--- config.mk ---
export PLATFORM = sky130hd
export DESIGN_NAME = seq_fetch_ctrl
export DESIGN_NICKNAME = d
export VERILOG_FILES = /design/src/rtl/seq_fetch_ctrl.sv
export SDC_FILE = /design/constraint.sdc
export NUM_CORES = 1
export LEC_CHECK = 0
export BUFFER_PORTS_ARGS = -buffer_cell sky130_fd_sc_hd__buf_2
export CAP_MARGIN = 10
export CORE_MARGIN = 4
export CORE_UTILIZATION = 44
export CTS_CLUSTER_SIZE = 20
export DETAILED_ROUTE_END_ITERATION = 16
export PLACE_DENSITY = 0.9
export SYNTH_ARGS = -nofsm -noshare
export SYNTH_HDL_FRONTEND = slang
export SYNTH_SLANG_ARGS = --single-unit
--- constraint.sdc ---
create_clock -name clock -period 1.8 [get_ports clock]
set_input_delay 0.18 -clock clock [delete_from_list [all_inputs] [get_ports clock]]
set_output_delay 0.18 -clock clock [all_outputs]
set_load 0.005 [all_outputs]
--- src/rtl/seq_fetch_ctrl.sv ---
// Fetch/issue controller for the 12-bit instruction sequencer: ROM fetch, run/step/breakpoint
// control, busy-based stalling of CMD/DMP instructions and retired-instruction counting.
module seq_fetch_ctrl #(
    parameter int AddrWidth  = 8,
    parameter int InstWidth  = 12,
    parameter int CountWidth = 16
) (
    input  logic                  clock,
    input  logic                  reset,
    input  logic                  run,
    input  logic                  step,
    input  logic                  bp_en,
    input  logic [AddrWidth-1:0]  bp_addr,
    input  logic [AddrWidth-1:0]  seq_next,
    output logic [AddrWidth-1:0]  rom_addr,
    input  logic [InstWidth-1:0]  rom_data,
    input  logic [7:0]            busy,
    output logic [InstWidth-1:0]  inst,
    output logic                  inst_en,
    output logic [1:0]            state,
    output logic                  bp_hit,
    output logic [CountWidth-1:0] icount
);

    localparam logic [3:0] OpCmd   = 4'h3;
    localparam logic [3:0] OpDmp   = 4'h4;
    localparam logic [3:0] OpFault = 4'hB;

    // BPCHK is the second half of the pipelined fetch and reports itself as FETCH.
    typedef enum logic [2:0] {
        S_HALT  = 3'd0,
        S_FETCH = 3'd1,
        S_ISSUE = 3'd2,
        S_FAULT = 3'd3,
        S_BPCHK = 3'd4
    } fsm_e;

    fsm_e       cur_state, next_state;
    logic       step_q;
    logic       step_rise;
    logic       ss_flag, ss_next;
    logic       bp_hit_next;
    logic [3:0] opcode;
    logic       stall;
    logic       issue;

    assign opcode    = rom_data[11:8];
    assign step_rise = step & ~step_q;
    assign stall     = ((opcode == OpCmd) || (opcode == OpDmp)) && busy[rom_data[2:0]];
    assign issue     = (cur_state == S_ISSUE) && !stall;

    assign rom_addr = seq_next;
    assign inst     = (cur_state == S_ISSUE) ? rom_data : '0;
    assign inst_en  = issue;
    assign state    = (cur_state == S_BPCHK) ? 2'd1 : cur_state[1:0];

    // NOTE: every signal driven here gets a default first so no path can infer a latch.
    always_comb begin
        next_state  = cur_state;
        ss_next     = ss_flag;
        bp_hit_next = bp_hit;
        unique case (cur_state)
            S_HALT: begin
                if (!run) bp_hit_next = 1'b0;
                if (run && !bp_hit) begin
                    next_state = S_FETCH;
                end else if (step_rise) begin
                    next_state  = S_FETCH;
                    bp_hit_next = 1'b0;
                    ss_next     = 1'b1;
                end
            end
            S_FETCH: next_state = S_ISSUE;
            S_ISSUE: begin
                if (!stall) begin
                    if (opcode >= OpFault) begin
                        next_state = S_FAULT;
                    end else if (ss_flag || !run) begin
                        next_state = S_HALT;
                        ss_next    = 1'b0;
                    end else begin
                        next_state = S_BPCHK;
                    end
                end
            end
            // seq_next already points past the issued instruction, so the breakpoint is checked here.
            S_BPCHK: begin
                if (bp_en && (seq_next == bp_addr)) begin
                    bp_hit_next = 1'b1;
                    next_state  = S_HALT;
                end else begin
                    next_state = S_ISSUE;
                end
            end
            S_FAULT: next_state = S_FAULT;
            default: next_state = S_HALT;
        endcase
    end

    // NOTE: state registers use non-blocking assignments so all flops update together at the edge.
    always_ff @(posedge clock or negedge reset) begin
        if (!reset) begin
            cur_state <= S_HALT;
            step_q    <= 1'b0;
            ss_flag   <= 1'b0;
            bp_hit    <= 1'b0;
            icount    <= '0;
        end else begin
            cur_state <= next_state;
            step_q    <= step;
            ss_flag   <= ss_next;
            bp_hit    <= bp_hit_next;
            if (issue) icount <= icount + CountWidth'(1);
        end
    end

endmodule

==> results by group, run 1 <==
Outcome
  • Outcome: complete, no violations

Detailed routing
  • Violation count after the first detailed-route iteration: 26
  • DRC violations left: 0
  • DR WL/cell: about 12 µm
  • Number of vias per cell: ~5.0
  • Antenna-violating nets left: 0
  • DR pass1 iterations: 4
  • DRT Wirelength: 3330 µm
  • Total number of vias: approximately 1,400

STA
  • FMAX: between 0.5 and 0.6 GHz
  • Slew at the pin closest to its max-slew limit: roughly 460 ps
  • Hold Vio Cnt, Final: 0
  • Final worst path period share: a little over 90%
  • Max-slew violations: 0
  • Worst rel slew slack: between 60% and 70%
  • Post-layout minimum cycle time: between 1500 and 2000 ps
  • Worst Skew: about 3.1 ps
  • Final setup violation count: 0

Flow run
  • MaxCap Viol Count: 0

Placement
  • Buffers added on ports: 80
  • RePlAce Congestion: just under 0.8
  • Dpl cells: 263
  • HPWL Detailed: 2750 µm

Synth
  • Net Count, Synth: 190
  • Post-synth EDFFs: 0
  • Ys async rst share: 100%
  • Compound-Gate Fraction of Synth Area: under 10%
  • Avg Cell Area, Syn: about 9.5 µm²
  • Cells after Synth: 148
  • #FFs+latches synth: 22
  • Post-synth top area cell: dfrtp_1
  • Synth Area in XOR/XNOR: around 14%
  • Top cells by area, synth: dfrtp_1, xnor2_1, and3_1
  • Seq/Total Area, Yosys: slightly below 40%
  • Largest family of logic cells by synthesized area: simple AND/OR/NAND/NOR gates
  • Simple-gate share of the synthesized area: 24.9%
  • Unique cell type count in the Yosys netlist: 35
  • Multiplexer area fraction after synthesis: 4.00%
  • Top-area cell type share of the netlist area: between 30% and 40%
  • Synth Warn #: 0
  • Most used flip-flop cell after synthesis: dfrtp_1
  • Synth Cell Area: roughly 0.0014 mm²
  • Adder-Cell Fraction of Synth Area: 0.890%

Power and ir drop
  • Cell-internal power: between 1 and 1.5 mW
  • Design Power: 1.91 mW
  • Power Density: 1010 mW/mm²
  • Clock Power Share: 13.7%
  • Combinational share of power: about 49%
  • Seq pwr share: about 38%
  • Net Sw Power: between 0.6 and 0.7 mW
  • Switching share of power: 35.9%
  • Leakage: 1.03 nW
  • Maximum vdd drop: 0.449 mV

Critical path
  • R2r endpoint: icount[1]
  • CP max stage delay: between 400 and 500 ps
  • WS Path Type: reg -> out
  • Crit path launch type: flop
  • CP endpoint kind: output port
  • Worst EP required: between 1500 and 2000 ps
  • Critical path arrival: around 1500 ps
  • R2R setup slack: 320 ps
  • Critical path, cell by cell: nor2_1 > nand2_1 > a31oi_4 > buf_6 > buf_2
  • Worst Reg-to-Reg Cells: 5
  • Worst R2R Start: cur_state[0]
  • CP max-delay cell: dfrtp_1
  • CP Max Fanout: 9

Global routing
  • GRT Total Usage: between 10% and 20%
  • Initial antenna violation count: 0
  • Vias in the first global route: around 1,300
  • Pin count of the biggest net entering global routing: 23
  • First-pass GRT wire length: around 5600 µm
  • Grt ovf: 0

Final layout
  • Final Core Density: a little over 60%
  • Number of antenna diodes: 0
  • Most frequent cells in the layout: buf_2, xnor2_1, dfrtp_1
  • Share of cells above drive strength 1: a little over two fifths
  • P&R area growth vs syn: 34.8%
  • Multi-input combinational cell area: between 700 and 800 µm²
  • Final net count: between 200 and 300
  • Commonest non-fill, non-tap cell in the layout: buf_2
  • Flip-flop and latch area: 551 µm²
  • Filler instances: 274
  • Fin cells: ~270

Clock tree
  • Clock tree from TritonCTS: built
  • Root Buffer: clkbuf_4
  • Clock sink count: 22
  • CTS clk-pin slew, worst paths: 110 ps
  • Clock buffer depth: 2
  • H-tree depth: 1
  • Insertion delay to the later sink of the worst-skew pair: around 300 ps
  • CTS Buf Count: 3

Worst hold path
  • Hold path start: run
  • Min-Delay Path Depth: 3
  • HP Class: in -> reg
  • Hold Path Sink: cur_state[2]

Floorplan
  • I/O pin count: between 80 and 90
  • Die Footprint: ~0.0042 mm²
  • Die Ht: roughly 65 µm
  • Initial core utilization: a little under half
  • Die Span X: roughly 65 µm
  • Row cnt: 20
  • Core Footprint: approximately 0.0031 mm²
power groups by stage:
stage               Clock (mW)  Sequential [mW]  Combinational (mW)
CTS                      0.270            0.720               0.864
global route             0.299            0.738                1.03
detailed placement           0            0.729               0.857
floorplan                    0            0.703               0.532
global placement             0            0.725               0.834
finish                   0.262            0.716               0.930
per-stage QoR:
step	instance area, µm²	worst slack, ps	setup TNS [ps]	hold slack [ps]
2_1_floorplan	1410	186	0	-116
3_3_place_gp	1810	135	0	161
3_5_place_dp	1810	68.5	0	165
4_1_cts	1860	32.4	0	125
5_1_grt	1900	-5.58	-5.58	143
6_report	1900	117	0	135
timing repair:
| action | CTS | global route |
|---|---|---|
| hold buffers | 2 | 0 |
| endpoints found under the setup margin | 0 | 1 |
| resized for setup | 0 | 1 |
| buffers inserted | 0 | 4 |
| endpoints found under the hold margin | 23 | 0 |
flip-flops by register name, summed over array words and instances, names as in the netlist:
name       cells
bp_hit         1
cur_state      3
icount        16
ss_flag        1
step_q         1
worst max-delay path: cells and delay by family, from the launching register on:
kind	cells	cell delay (ps)
flip-flops	1	430
buffers and inverters	2	280
AND/OR/NAND/NOR	2	270
AO/OA/AOI/OAI	1	230
layer usage:
metal | routed length [µm] | part of all wire, % | global-route usage [%] | up-vias
li1 | - | - | - | 671
met1 | 1360 | 41 | 20.7 | 636
met2 | 1730 | 52 | 29.8 | 53
met3 | 214 | 6.4 | 2.25 | 6
met4 | 32 | 0.96 | 4.49 | 0
met5 | 0 | 0 | 0 | -
final cells by class:
type | count | share of cell area [%]
well taps | 44 | 2.90
inverters | 4 | 0.792
repair buffers | 92 | 26.3
flip-flops and latches | 22 | 29.0
clock buffers | 4 | 1.91
multi-input cells | 107 | 39.0
worst max-delay path by stage:
stage | cells past startpoint | start | slack (ps) | to
global route | 5 | cur_state[0] | -6 | inst_en
detailed placement | 7 | rom_data[0] | 70 | icount[14]
finish | 5 | cur_state[0] | 120 | inst_en
global placement | 7 | rom_data[0] | 130 | icount[8]
floorplan | 7 | rom_data[0] | 190 | icount[12]
CTS | 5 | cur_state[0] | 30 | inst_en
cell families after synthesis:
kind of cell | Yosys count
compound gates | 13
flops | 22
buf+inv | 19
simple gates | 65
xor+xnor | 23
fa+ha+maj | 1
mux | 5
synthesized netlist by cell type, drive strengths merged, types with 3 or more instances:
| library cell | number |
|---|---|
| a31oi | 3 |
| and3 | 18 |
| buf | 10 |
| clkbuf | 5 |
| dfrtp | 22 |
| inv | 4 |
| mux2i | 3 |
| nand2 | 13 |
| nand3 | 6 |
| nand4 | 9 |
| nor2 | 8 |
| nor3 | 3 |
| xnor2 | 22 |
(Power assumes the default switching activity.)
==> run 2: changes to the inputs <==
==> constraint.sdc (replaced) <==
create_clock -name clock -period 1.8 [get_ports clock]
set_input_delay 0.36 -clock clock [delete_from_list [all_inputs] [get_ports clock]]
set_output_delay 0.36 -clock clock [all_outputs]
set_load 0.005 [all_outputs]
==> results by group, run 2 (same netlist as run 1, synthesis figures left out) <==
Final layout
  • Final Core Density: 63.5% (+1.4 points)
  • Commonest non-fill, non-tap cell in the layout: buf_2
  • Share of cells above drive strength 1: 45.0% (+1.3 points)
  • Final net count: 272 (unchanged)
  • Max reg flops: 16 (unchanged)
  • Top flop regs: icount: 16 flops, cur_state: 3 flops
  • Number of antenna diodes: 0 (unchanged)
  • Multi-input combinational cell area: 744 µm² (+0.68%)
  • Largest reg by FF count: icount
  • Flip-flop and latch area: 551 µm² (unchanged)
  • Most frequent cells in the layout: buf_2, xnor2_1, dfrtp_1
  • Filler instances: 283 (+3.3%)
  • P&R area growth vs syn: 37.9%

Critical path
  • R2r endpoint: icount[2]
  • WS Path Type: in -> out
  • Critical path arrival: 1430 ps (-70 ps)
  • R2R setup slack: 170 ps (-150 ps)
  • Crit path launch type: input port
  • CP Max Fanout: 3 (-6)
  • Worst Reg-to-Reg Cells: 8 (+3)
  • Worst R2R Start: cur_state[0]
  • CP endpoint kind: output port
  • Worst EP required: 1440 ps (-180 ps)

STA
  • FMAX: 0.557 GHz (-6.2%)
  • RSZ-0062 raised after global routing: true
  • Hold Vio Cnt, Final: 0 (unchanged)
  • Slew at the pin closest to its max-slew limit: 468 ps (+4.62 ps)
  • Final worst path period share: 99.7% (+6.2 points)
  • Worst Skew: 6.10 ps (+3.04 ps)
  • Final setup violation count: 0 (unchanged)
  • Post-layout minimum cycle time: 1790 ps (+111 ps)
  • Max-slew violations: 0 (unchanged)
  • Worst rel slew slack: 68.8% (-0.31 points)

Worst hold path
  • Min-Delay Path Depth: 1 (-2)
  • Hold Path Sink: step_q
  • HP Class: in -> reg
  • Hold path start: step

Floorplan
  • I/O pin count: 81 (unchanged)
  • Die Footprint: 0.00416 mm² (unchanged)
  • Die Ht: 64.5 µm (unchanged)
  • Initial core utilization: 46.1% (unchanged)
  • Core Footprint: 0.00305 mm² (unchanged)
  • Row cnt: 20 (unchanged)
  • Die Span X: 64.5 µm (unchanged)

Clock tree
  • CTS Buf Count: 3 (unchanged)
  • Insertion delay to the later sink of the worst-skew pair: 310 ps (about the same)
  • Clock tree from TritonCTS: built
  • Root Buffer: clkbuf_4
  • H-tree depth: 1 (unchanged)
  • CTS clk-pin slew, worst paths: 120 ps (about the same)
  • Clock buffer depth: 2 (unchanged)
  • Clock sink count: 22 (unchanged)

Global routing
  • Initial antenna violation count: 0 (unchanged)
  • Pin count of the biggest net entering global routing: 23 (unchanged)
  • Vias in the first global route: 1,373 (+2.5%)
  • GRT Total Usage: 17.0% (+0.47 points)
  • Grt ovf: 0 (unchanged)
  • First-pass GRT wire length: 5780 µm (+3.2%)

Power and ir drop
  • Leakage: 1.04 nW (+1.4%)
  • Power Density: 1070 mW/mm² (+6.0%)
  • Design Power: 2.07 mW (+8.5%)
  • Maximum vdd drop: 0.391 mV (-13%)

Detailed routing
  • Antenna-violating nets left: 0 (unchanged)
  • Violation count after the first detailed-route iteration: 60 (+130%)
  • DRC violations left: 0 (unchanged)
  • DR pass1 iterations: 4 (unchanged)
  • Number of vias per cell: 5.04 (+0.81%)
  • DRT Wirelength: 3420 µm (+2.7%)
  • DR WL/cell: 12.5 µm (+2.7%)
  • Total number of vias: 1,377 (+0.81%)

Flow run
  • MaxCap Viol Count: 0 (unchanged)

Placement
  • RePlAce Congestion: 0.797 (+0.23%)
  • Buffers added on ports: 80 (unchanged)
  • HPWL Detailed: 2730 µm (-0.64%)

Outcome
  • Outcome: complete, no violations
## run 2: power by group
group          total (mW)  internal, mW  switching [mW]  leakage, nW
clock               0.377         0.225           0.152       0.0279
combinational       0.969         0.521           0.448        0.725
sequential          0.724         0.598           0.125        0.289
## run 2: how the worst max path moves through the flow
stage                       startpoint      end  slack (ps)  cells past startpoint
after global placement     rom_data[0]  inst_en         -70                      6
after global routing      cur_state[0]  inst[0]         -20                      4
final                      rom_data[0]  inst_en           6                      6
after CTS                  rom_data[0]  inst_en         0.1                      6
after detailed placement   rom_data[0]  inst_en         -90                      6
after floorplan            rom_data[0]  inst_en          -8                      5
## run 2: critical path, stage by stage
cell and delay (ps):
buf_8 100, mux2_4 290, o32a_4 320, a31oi_4 150, buf_12 120, buf_6 80
## run 2: timing repair
| action | in CTS | in global routing |
|---|---|---|
| resized for setup | 4 | 1 |
| hold endpoints to repair | 22 | 0 |
| buffers inserted | 1 | 2 |
| hold buffers | 1 | 0 |
| endpoints found under the setup margin | 1 | 12 |
## run 2: metrics by stage
step | hold WS [ps] | setup WS, ps | area [µm²] | instances | TNS, ps
floorplan | 64.4 | -7.80 | 1410 | 148 | -7.80
detailed placement | 344 | -91.6 | 1830 | 265 | -253
finish | 162 | 5.99 | 1940 | 273 | 0
global placement | 339 | -68.5 | 1830 | 265 | -117
global route | 157 | -18.1 | 1940 | 273 | -74.4
CTS | 155 | 0.102 | 1920 | 271 | 0
## run 2: area by class of cell
class                      instances  share of cell area (%)
clock buffer                       3                    1.16
tap                               44                    2.84
multi-input combinational        107                    38.4
clock inverter                     1                    1.55
sequential                        22                    28.4
timing repair buffer              92                    26.9
inverter                           4                   0.774
## run 2: metal layers
metal  wire [µm]  track usage [%]  share of wire [%]  up-vias
li1            -                -                  -      675
met1        1360             19.0                 40      647
met2        1820             33.6                 53       50
met3         205             1.73                6.0        5
met4          34             4.75               0.99        0
met5           0                0                  0        -
